[src/rtl/regfile_sb.sv]
// regfile_sb: parametrised register file with write-through bypass, optional zero
// register, per-register busy scoreboard and a registered debug read port.
// Revision: 1.0

`default_nettype none

module regfile_sb #(
  parameter int          DATA_W    = 32,
  parameter int          ADDR_W    = 5,
  parameter int          ZERO_REG  = 1,
  parameter int unsigned RESET_VAL = 0
) (
  input  logic              clock_in,
  input  logic              rst,
  input  logic [ADDR_W-1:0] readReg1,
  input  logic [ADDR_W-1:0] readReg2,
  output logic [DATA_W-1:0] readData1,
  output logic [DATA_W-1:0] readData2,
  output logic              busy1,
  output logic              busy2,
  input  logic              regWrite,
  input  logic [ADDR_W-1:0] writeReg,
  input  logic [DATA_W-1:0] writeData,
  input  logic              setBusy,
  input  logic [ADDR_W-1:0] setReg,
  input  logic [ADDR_W-1:0] showAddress,
  output logic [DATA_W-1:0] display,
  output logic              anyBusy
);

  localparam int              DEPTH   = 1 << ADDR_W;
  localparam logic [DATA_W-1:0] RST_VAL = DATA_W'(RESET_VAL);

  logic [DATA_W-1:0] mem [DEPTH];
  logic [DEPTH-1:0]  busy;
  logic [DEPTH-1:0]  busy_nxt;

  for (genvar i = 0; i < DEPTH; i++) begin : g_reg
    if (ZERO_REG != 0 && i == 0) begin : g_zero
      assign mem[i] = '0;
    end else begin : g_storage
      logic [DATA_W-1:0] q;
      always_ff @(posedge clock_in or posedge rst) begin
        if (rst) begin
          q <= RST_VAL;
        end else if (regWrite && writeReg == ADDR_W'(i)) begin
          q <= writeData;
        end
      end
      assign mem[i] = q;
    end
  end

  // Set is applied after clear so a same-edge issue to the written register keeps it busy.
  always_comb begin
    busy_nxt = busy;
    if (regWrite) busy_nxt[writeReg] = 1'b0;
    if (setBusy)  busy_nxt[setReg]   = 1'b1;
    if (ZERO_REG != 0) busy_nxt[0] = 1'b0;
  end

  always_ff @(posedge clock_in or posedge rst) begin
    if (rst) begin
      busy    <= '0;
      anyBusy <= 1'b0;
      display <= '0;
    end else begin
      busy    <= busy_nxt;
      anyBusy <= |busy_nxt;
      display <= mem[showAddress];
    end
  end

  always_comb begin
    readData1 = mem[readReg1];
    readData2 = mem[readReg2];
    if (regWrite && writeReg == readReg1) readData1 = writeData;
    if (regWrite && writeReg == readReg2) readData2 = writeData;
    if (ZERO_REG != 0 && readReg1 == '0) readData1 = '0;
    if (ZERO_REG != 0 && readReg2 == '0) readData2 = '0;
  end

  // Busy outputs deliberately ignore same-cycle clears; the hazard unit relies on the data bypass.
  assign busy1 = busy[readReg1];
  assign busy2 = busy[readReg2];

endmodule

`default_nettype wire

[config.mk]
export PLATFORM = sky130hd
export DESIGN_NAME = regfile_sb
export DESIGN_NICKNAME = d
export VERILOG_FILES = /design/src/rtl/regfile_sb.sv
export SDC_FILE = /design/constraint.sdc
export NUM_CORES = 2
export LEC_CHECK = 0
export CORE_MARGIN = 4
export CORE_UTILIZATION = 40
export DETAILED_ROUTE_END_ITERATION = 6
export GPL_TIMING_DRIVEN = 1
export PLACE_DENSITY_LB_ADDON = 0.1
export REMOVE_ABC_BUFFERS = 1
export SETUP_SLACK_MARGIN = 0.2
export SLEW_MARGIN = 20
export SYNTH_ARGS = -nofsm -noshare
export SYNTH_HDL_FRONTEND = slang
export SYNTH_SLANG_ARGS = --single-unit
export TNS_END_PERCENT = 50
[constraint.sdc]
create_clock -name clock_in -period 37.1 [get_ports clock_in]
set_input_delay 3.71 -clock clock_in [delete_from_list [all_inputs] [get_ports clock_in]]
set_output_delay 3.71 -clock clock_in [all_outputs]
set_load 0.01 [all_outputs]
==> run summary <==
MaxCap Viol Count: 0
Synth Area in Simple Gates: 0.0299
Synth-to-layout area growth: 12.1%
DRT iter0 DRCs: 4553
CTS root buf: clkbuf_16
Post-synthesis register bit count: 1056
Comb pwr share: 0.240
Synth top area share: 0.411
Tot Pwr: 0.00386 W
Critical path buffer and inverter count: 3
I/O Buffers: 159
Part of the cycle the worst path needs: 0.321
Crit-path slowest cell: clkdlybuf4s50_1
Die area: 0.167 mm²
GRT busiest layer: met2
CP delay by family, top: simple AND/OR/NAND/NOR gates
Share of cells above drive strength 1: 0.441
Crit path cell chain: clkdlybuf4s50_1 > xor2_1 > nor4_1 > and3_2 > buf_4 > nor3_1 > nor3_1 > clkdlybuf4s50_1
Sequential share of power: 0.415
Post-cts repair resize count: 0
Clock transition at the registers of the reported paths: 0.06 ns
Synth Area per Inst: 13.5 µm²
CTS H-tree lvls: 4
Ports: 160
Hold Crit Class: reg -> reg
Pin count of the biggest net entering global routing: 152
Initial Util: 0.404
TritonCTS clock tree: done
Initial antenna violation count: 10
Post-synthesis cell type count: 47
DRC viols: 0
Clock Path Buffers: 3
Post-synth ARST share: 1.00
Fill cells: 14.4k
CORE AREA: 0.159 mm²
VDD IR-drop max: 0.0489 mV
Layout net count: 4715
Avg WL per Cell: 36.7 µm
Post-synthesis cell count: 4771
Die Height: 409 µm
Num rows: 146
Actual slew at the worst max-slew pin: 1.21 ns
Clk pwr share: 0.345
# clock sinks: 1056
Max incr delay on CP: 0.70 ns
Met1 Usage GRT: 0.426
Worst endpoint required time: 33.39 ns
Global-route wire length before repair: 358000 µm
Post-synth EDFFs: 0
DIE WIDTH: 409 µm
RSZ-0062 raised after global routing: no
Net Sw Power: 0.00114 W
Status: finished, final reports clean
Routed Antenna Nets: 0
First-pass detailed-route iteration total: 6
Synth area leaders: dfrtp_1 (41%), mux2_2 (20%), mux4_2 (18%)
Proportion of synthesized area in mux cells: 0.453
Crit Path Class: in -> out
Routed vias/inst: 6.72
Synth warn: 0
Crit path time final: 11.90 ns
Compound-Gate Fraction of Synth Area: 0.0704
Slew Limit Fails: 0
Final Hold Vio Count: 0
Count of final setup violators: 0
Postcts setup bufs: 0
Primary FF master, synth: dfrtp_1
CP max FO: 21
Total Wirelength: 251000 µm
Xor/xnor share of the synthesized area: 0.00136
Grt met2 use: 0.452
Final setup TNS: 0 ns
Worst skew pair latency: 0.76 ns
Combinational family with the most area after synthesis: multiplexers
Worst setup SP type: input port
Cell Pwr Density: 53.5 mW/mm²
CTS buffer count: 134
Fmax: 84.0 MHz
Global route overflow: 0
Vias: 45.9k
GRT Total Usage: 0.296
Worst EP arrival: 8.19 ns
Sequential area share after synthesis: 0.411
Worst Skew: 0.0240 ns
Met3 usage: 0.0531
Most frequent cells in the layout: mux2_2 (1158), dfrtp_1 (1056), mux4_2 (510)
Max transition margin: 0.193
Largest area contributor in the netlist: dfrtp_1
Synthesized area: 0.0642 mm²
Vias in the first global route: 46.0k
Placer Congestion: 0.807
Power Internal: 0.00271 W
Commonest non-fill, non-tap cell in the layout: mux2_2
Post-detail-place hpwl: 137000 µm
Worst Setup End Kind: primary output
Sw Ratio: 0.296
Synth Area in Adders: 0
Leakage: 30.6 nW
Post-CTS Hold Buffers: 0
power by group through the flow:
| stage | Clock (W) | Combinational (W) | Sequential (W) |
|---|---|---|---|
| global route | 0.00140 | 0.000988 | 0.00163 |
| CTS | 0.00136 | 0.000927 | 0.00159 |
| global placement | 0 | 0.000916 | 0.00160 |
| floorplan | 0 | 0.000627 | 0.00155 |
| detailed placement | 0 | 0.000923 | 0.00161 |
| finish | 0.00133 | 0.000926 | 0.00160 |
cell families (layout without fill, tap and decap cells):
group           Yosys count  after routing
flops                  1056           1056
xor+xnor                 10             10
buf+inv                 540            517
simple gates            384            384
compound gates          653            653
mux                    2128           2128
other cells               0              4
registers in the layout (all words and copies together), names as in the netlist:
| register | flops |
|---|---|
| g.g_storage.q | 992 |
| display | 32 |
| busy | 31 |
| anyBusy | 1 |
cells in the mapped netlist, types with 2 or more instances:
master	n
o2bb2ai_1	3
or3_1	3
nor3_1	114
nand4_1	3
nand2b_1	13
a22o_1	75
and2_1	2
a31oi_1	35
nand3_2	2
and4bb_1	2
or4_1	4
mux2i_1	460
mux4_2	510
nor3b_1	2
xnor2_1	2
nor2b_1	12
nand4b_1	4
buf_4	5
mux2_2	1158
a22oi_1	117
a211oi_1	17
o211ai_1	2
clkbuf_1	353
a21oi_1	37
nand3_1	5
xor2_1	8
a221oi_1	126
buf_2	87
inv_1	2
buf_1	93
o21ai_0	173
nor4_1	35
nor2_1	93
or2_2	3
a32o_1	4
dfrtp_1	1056
nand2_1	79
o22ai_1	62
nand4b_4	2
metrics by stage:
step	hold slack [ns]	worst slack [ns]	std cells	cell area (µm²)	utilization
global route	0.557	25.25	6820	72000	0.453
CTS	0.543	25.19	6820	72100	0.454
detailed placement	0.530	25.20	6590	67700	0.426
finish	0.542	25.20	6824	72000	0.453
floorplan	0.493	3.67	4233	62100	-
global placement	0.519	25.11	6590	67700	0.426
layout make-up:
| cell class | instances | area (µm²) | share of cell area |
|---|---|---|---|
| multi-input cells | 3175 | 36000 | 0.500 |
| clock buffers | 194 | 4000 | 0.0555 |
| flip-flops and latches | 1056 | 26400 | 0.367 |
| inverters | 2 | 15.0 | 0.000208 |
| repair buffers | 285 | 2530 | 0.0351 |
| diodes | 4 | 10.0 | 0.000139 |
| well taps | 2072 | 2590 | 0.0360 |
| clock inverters | 36 | 422 | 0.00585 |
layer usage:
layer,share of wire,wire [µm]
met5,0.00011,27
met4,0.037,9260
met3,0.071,17900
met2,0.45,113000
met1,0.44,110000
path summary, 6_finish.rpt:
path	to	slack, ns	start	cells after the start
worst max-delay path	readData2[12]	25.20	writeReg[3]	8
worst min-delay path	g_reg[26].g_storage.q[2]$_DFFE_PP0P_	0.54	g_reg[26].g_storage.q[2]$_DFFE_PP0P_	1
worst max register to register	anyBusy$_DFF_PP0_	35.15	busy[29]$_DFF_PP0_	5
worst min register to register	g_reg[26].g_storage.q[2]$_DFFE_PP0P_	0.54	g_reg[26].g_storage.q[2]$_DFFE_PP0P_	1
max in group asynchronous	g_reg[13].g_storage.q[9]$_DFFE_PP0P_	30.70	rst	5
min in group asynchronous	display[10]$_DFF_PP0_	3.50	rst	2
Note: power is estimated with default switching activity, not from simulation.
